`src/rtl/mem_end_tracker_pkg.sv`:
```
// Shared types and constants for the memory end-of-function tracker.
// Holds the FSM state encoding and the helper that sizes the outstanding counters.
package mem_end_tracker_pkg;

  typedef enum logic [1:0] {
    IDLE  = 2'd0,
    DRAIN = 2'd1,
    DONE  = 2'd2
  } state_t;

  localparam int unsigned CNT_WIDTH_DEFAULT = 8;
  localparam int unsigned CNT_MAX_DEFAULT   = (1 << CNT_WIDTH_DEFAULT) - 1;

  // Saturation value of a counter of the given width (widths up to 31 bits).
  function automatic int unsigned cnt_max(input int unsigned width);
    return (32'd1 << width) - 32'd1;
  endfunction

endpackage

```
`src/rtl/outstanding_counter.sv`:
```
// Per-port outstanding-transaction counter: saturates at max, holds at zero,
// and flags the offending pulse on overflow/underflow.
module outstanding_counter
  import mem_end_tracker_pkg::*;
#(
  parameter int CNT_WIDTH = 8
) (
  input  logic clk,
  input  logic rst,
  input  logic issue,
  input  logic retire,
  output logic zero,
  output logic ovf,
  output logic udf
);

  localparam logic [CNT_WIDTH-1:0] CNT_MAX = CNT_WIDTH'(cnt_max(CNT_WIDTH));

  logic [CNT_WIDTH-1:0] cnt_q;
  logic [CNT_WIDTH-1:0] cnt_d;
  logic                 at_max;

  assign zero   = (cnt_q == '0);
  assign at_max = (cnt_q == CNT_MAX);
  assign ovf    = issue & ~retire & at_max;
  assign udf    = retire & ~issue & zero;

  always_comb begin
    cnt_d = cnt_q;
    if (issue && !retire && !at_max) begin
      cnt_d = cnt_q + CNT_WIDTH'(1);
    end else if (retire && !issue && !zero) begin
      cnt_d = cnt_q - CNT_WIDTH'(1);
    end
  end

  always_ff @(posedge clk or negedge rst) begin
    if (!rst) begin
      cnt_q <= '0;
    end else begin
      cnt_q <= cnt_d;
    end
  end

endmodule

```
`src/rtl/mem_end_tracker.sv`:
```
// Accepts the function-end token, waits for each memory port to drain to zero
// outstanding transactions, and hands out one memDone handshake per port.
module mem_end_tracker
  import mem_end_tracker_pkg::*;
#(
  parameter int MEM_PORTS = 2,
  parameter int CNT_WIDTH = CNT_WIDTH_DEFAULT
) (
  input  logic                 clk,
  input  logic                 rst,
  input  logic                 ctrlEnd_valid,
  output logic                 ctrlEnd_ready,
  input  logic [MEM_PORTS-1:0] issue,
  input  logic [MEM_PORTS-1:0] retire,
  output logic [MEM_PORTS-1:0] memDone_valid,
  input  logic [MEM_PORTS-1:0] memDone_ready,
  output logic                 busy,
  output logic                 err
);

  logic [MEM_PORTS-1:0] zero;
  logic [MEM_PORTS-1:0] ovf;
  logic [MEM_PORTS-1:0] udf;

  for (genvar gi = 0; gi < MEM_PORTS; gi++) begin : g_port
    outstanding_counter #(
      .CNT_WIDTH(CNT_WIDTH)
    ) u_cnt (
      .clk   (clk),
      .rst   (rst),
      .issue (issue[gi]),
      .retire(retire[gi]),
      .zero  (zero[gi]),
      .ovf   (ovf[gi]),
      .udf   (udf[gi])
    );
  end

  state_t               state_q, state_d;
  logic [MEM_PORTS-1:0] done_q, done_d;
  logic [MEM_PORTS-1:0] ack_q, ack_d;
  logic [MEM_PORTS-1:0] memDone_valid_q, memDone_valid_d;
  logic                 ctrlEnd_ready_q;
  logic                 busy_q;
  logic                 err_q, err_d;

  always_comb begin
    state_d         = state_q;
    done_d          = done_q;
    ack_d           = ack_q;
    memDone_valid_d = '0;
    err_d           = err_q | (|ovf) | (|udf);
    case (state_q)
      IDLE: begin
        if (ctrlEnd_valid) begin
          state_d = DRAIN;
          done_d  = '0;
          ack_d   = '0;
        end
      end
      DRAIN: begin
        done_d = done_q | (zero & ~issue);
        ack_d  = ack_q | (memDone_valid_q & memDone_ready);
        // New traffic on a port already offering done cannot revoke it.
        err_d  = err_d | (|(issue & done_q & ~ack_q));
        if (&ack_d) begin
          state_d = DONE;
        end
      end
      DONE: begin
        state_d = IDLE;
        done_d  = '0;
        ack_d   = '0;
      end
      default: state_d = IDLE;
    endcase
    if (state_d == DRAIN) begin
      memDone_valid_d = done_d & ~ack_d;
    end
  end

  always_ff @(posedge clk or negedge rst) begin
    if (!rst) begin
      state_q         <= IDLE;
      done_q          <= '0;
      ack_q           <= '0;
      memDone_valid_q <= '0;
      ctrlEnd_ready_q <= 1'b1;
      busy_q          <= 1'b0;
      err_q           <= 1'b0;
    end else begin
      state_q         <= state_d;
      done_q          <= done_d;
      ack_q           <= ack_d;
      memDone_valid_q <= memDone_valid_d;
      ctrlEnd_ready_q <= (state_d == IDLE);
      busy_q          <= (state_d != IDLE);
      err_q           <= err_d;
    end
  end

  assign memDone_valid = memDone_valid_q;
  assign ctrlEnd_ready = ctrlEnd_ready_q;
  assign busy          = busy_q;
  assign err           = err_q;

endmodule
```
`config.mk`:
```
export PLATFORM = sky130hd
export DESIGN_NAME = mem_end_tracker
export DESIGN_NICKNAME = d
export VERILOG_FILES = /design/src/rtl/mem_end_tracker_pkg.sv /design/src/rtl/outstanding_counter.sv /design/src/rtl/mem_end_tracker.sv
export SDC_FILE = /design/constraint.sdc
export NUM_CORES = 1
export LEC_CHECK = 0
export CORE_UTILIZATION = 35
export DETAILED_ROUTE_END_ITERATION = 8
export HOLD_SLACK_MARGIN = 0.02
export PLACE_DENSITY = 0.58
export SETUP_SLACK_MARGIN = 0.1
export SLEW_MARGIN = 30
export SYNTH_ARGS = -nofsm -noshare
export SYNTH_HDL_FRONTEND = slang
export SYNTH_HIERARCHICAL = 1
export SYNTH_SLANG_ARGS = --single-unit
```
`constraint.sdc`:
```
create_clock -name clk -period 3.5 [get_ports clk]
set_input_delay 0.35 -clock clk [delete_from_list [all_inputs] [get_ports clk]]
set_output_delay 0.35 -clock clk [all_outputs]
set_load 0.02 [all_outputs]
```
==> results_dict.tcl <==
set metrics [dict create \
    clk_path_buf_depth 2 \
    critPathMaxFanout 14 \
    ys_seq_area_share_pct 36.28 \
    drive_above_1_share_pct 9.709 \
    cts_made_buffers 3 \
    multi_input_area_um2 1159 \
    nFillCells 508 \
    insertion_delay_ns 0.27 \
    cts-resized-gates 0 \
    syn_inst 188 \
    syn_nets 211 \
    cts.reportedPaths.clkPinSlew_ns 0.10 \
    port_buffers 13 \
    vias 1513 \
    power.total_mw 1.787 \
    irDropWorstVdd_uv 370.8 \
    setup_viol 0 \
    yosysTopAreaCell "dfrtp_1" \
    async_flop_share_pct 100.0 \
    grt.overflow.total 0 \
    placementRows 26 \
    firstDrtPassIters 4 \
    synth_edf_count 0 \
    routedWlPerCell_um 14.11 \
    dieArea_um2 5626 \
    coreArea_um2 5107 \
    grt_max_degree 28 \
    wl_mm 3.894 \
    r2r_cells 7 \
    p_clk_share_pct 10.2 \
    drt-initial-drc-count 55 \
    grt_usage_pct 14.96 \
    die_x_um 75.01 \
    p_seq_share_pct 34.6 \
    switching_share_pct 44.60 \
    synth_ff_type "dfrtp_1" \
    hold_path.class "in2async" \
    place_hpwl_mm 2.922 \
    maxCapViolations 0 \
    cp.required_ns 3.71 \
    start_kind "flop" \
    synth_area_um2 1866 \
    post-route-period-util_pct 71.82 \
    cts_sinks 27 \
    criticalPathCategory "reg2reg" \
    ys_ff_latch 27 \
    antenna_cells 0 \
    cts_tree "done" \
    cts_setup_buffers 0 \
    ff_latch_area_um2 676.9 \
    synth_xor_area_share_pct 2.817 \
    endpoint_kind "flop" \
    power.switching_mw 0.7971 \
    synth_simple_gate_area_share_pct 24.88 \
    maxSlewViolCount 0 \
    first_global_vias 1401 \
    status "complete, no violations" \
    syn_avg_cell_area_um2 9.923 \
    internal-power_mw 0.9903 \
    ant_nets 0 \
    holdBufCountCts 0 \
    vias_per_cell 5.482 \
    p_leak_nw 0.8261 \
    setup_tns_ns 0 \
    p_comb_share_pct 55.2 \
    grt_pass1_wl_mm 6.472 \
    period_needed_ns 2.514 \
    num_io_pins 14 \
    synth_top_area_share_pct 34.88 \
    rsz0062_at_grt "no" \
    fin_nets 230 \
    clockRootBuffer "clkbuf_8" \
    initial_core_util_pct 36.53 \
    yosysWarnings 6 \
    drc 0 \
    yosys.area_share.adder_pct 10.19 \
    power_density_nw_per_um2 835.4 \
    yosysUniqueCellTypes 45 \
    area_growth_pct 14.69 \
    cp_data_arrival_time_ns 2.73 \
    synthTopCellsByArea "dfrtp_1, ha_1, o21bai_4" \
    tightest_slew_ns 0.5293 \
    synth-compound-area-share_pct 21.80 \
    synth.area.mux_share_pct 2.414 \
    gp_congestion 0.8187 \
    antenna_found_initial 0 \
    max_freq_ghz 0.3978 \
    fin_skew_ns 0.004506 \
    hold_viol 0 \
    slew_headroom_pct 64.41 \
    htreeDepth 1 \
    synth_top_family_by_area "simple AND/OR/NAND/NOR gates" \
    die_h_um 75.01 \
]
[worst max-delay path, cell delays in order, from the launching register on]
cell      delay [ns]
dfrtp_1         0.51
nand4_1         0.23
o21bai_4        0.40
ha_1            0.36
a21oi_1         0.25
o31ai_1         0.17
or4_1           0.43
nand4_1         0.11
[power groups by stage]
| stage | clock (mW) | sequential (mW) | combinational [mW] |
|---|---|---|---|
| final | 0.183 | 0.618 | 0.986 |
| after CTS | 0.195 | 0.615 | 0.984 |
| after global placement | 0 | 0.626 | 0.975 |
| after global routing | 0.203 | 0.642 | 1.10 |
| after detailed placement | 0 | 0.619 | 0.973 |
| after floorplan | 0 | 0.601 | 0.747 |
[synthesized netlist by cell type (3+ instances only)]
| library cell | count |
|---|---|
| nor3_1 | 4 |
| o21bai_4 | 4 |
| a211oi_1 | 4 |
| nand4_1 | 8 |
| inv_1 | 7 |
| nor2_1 | 9 |
| nand2b_1 | 6 |
| nand3_1 | 12 |
| xnor2_1 | 6 |
| nand2_1 | 6 |
| or4_1 | 7 |
| a21oi_1 | 12 |
| o21ai_1 | 4 |
| nor2b_1 | 3 |
| dfrtp_1 | 26 |
| a31oi_1 | 3 |
| ha_1 | 12 |
| o31ai_1 | 6 |
| o21ai_0 | 4 |
| and2_1 | 3 |
| mux2_1 | 4 |
[layout make-up]
type                       instances  share of cell area [%]
clock buffer                       3                   1.930
clock inverter                     1                  0.3509
inverter                           8                   1.404
multi-input combinational        153                   54.15
sequential                        27                   31.64
tap                               70                   4.094
timing repair buffer              14                   6.433
[per-layer routing]
metal	track usage, %	vias to the layer above	part of all wire (%)
met1	21.91	723	50
met2	23.22	19	47
met5	0	-	0
met4	3.983	0	0.54
met3	2.008	2	2.0
li1	-	769	-
[cells by family (layout without fill, tap and decap cells)]
logic type	count (synthesis)	in the layout
AO/OA/AOI/OAI	53	53
XOR/XNOR	6	6
adder cells (fa/ha/maj)	14	14
buffers and inverters	8	26
flip-flops	27	27
multiplexers	4	4
AND/OR/NAND/NOR	76	76
[state kept, by name, summed over array words and instances (netlist names)]
register            flops
busy                    1
ctrlEnd_ready           1
done_q                  2
state_q                 2
g_port.u_cnt/cnt_q     16
ack_q                   2
memDone_valid           2
err                     1
[cells in the final DEF, fill, tap and decap left out, types with 3 or more instances in the layout]
cell and count:
o21bai_4 4, and2_1 3, nand4_1 8, dfrtp_1 26, nor2_1 9, a211oi_1 4
clkdlybuf4s50_1 13, nor2b_1 3, mux2_1 4, clkbuf_8 3, o21ai_0 4, nand3_1 12
nand2b_1 6, xnor2_1 6, inv_1 7, nor3_1 4, a31oi_1 3, or4_1 7
ha_1 12, nand2_1 6, o31ai_1 6, a21oi_1 12, o21ai_1 4
[stage by stage]
step                      util [%]  setup WS (ns)  cells  area [um^2]  hold slack, ns
final                        41.89         0.9862    276         2140          0.4432
after floorplan                  -          1.300    188         1866         0.05441
after detailed placement     40.94         0.7597    272         2091          0.4950
after CTS                    41.89         0.9947    276         2140          0.4549
after global routing         41.89         0.7638    276         2140          0.4786
after global placement       40.94         0.8378    272         2091          0.4930
[worst paths after layout]
check	from	to	slack (ns)
setup / recovery	g_port[1].u_cnt/cnt_q[0]	g_port[1].u_cnt/cnt_q[7]	0.99
max in group asynchronous	rst	ctrlEnd_ready	2.75
setup reg to reg	g_port[1].u_cnt/cnt_q[0]	g_port[1].u_cnt/cnt_q[7]	0.99
min in group clk	state_q[1]	state_q[1]	0.51
hold / removal	rst	g_port[0].u_cnt/cnt_q[3]	0.44
hold reg to reg	state_q[1]	state_q[1]	0.51
(Power assumes the default switching activity.)
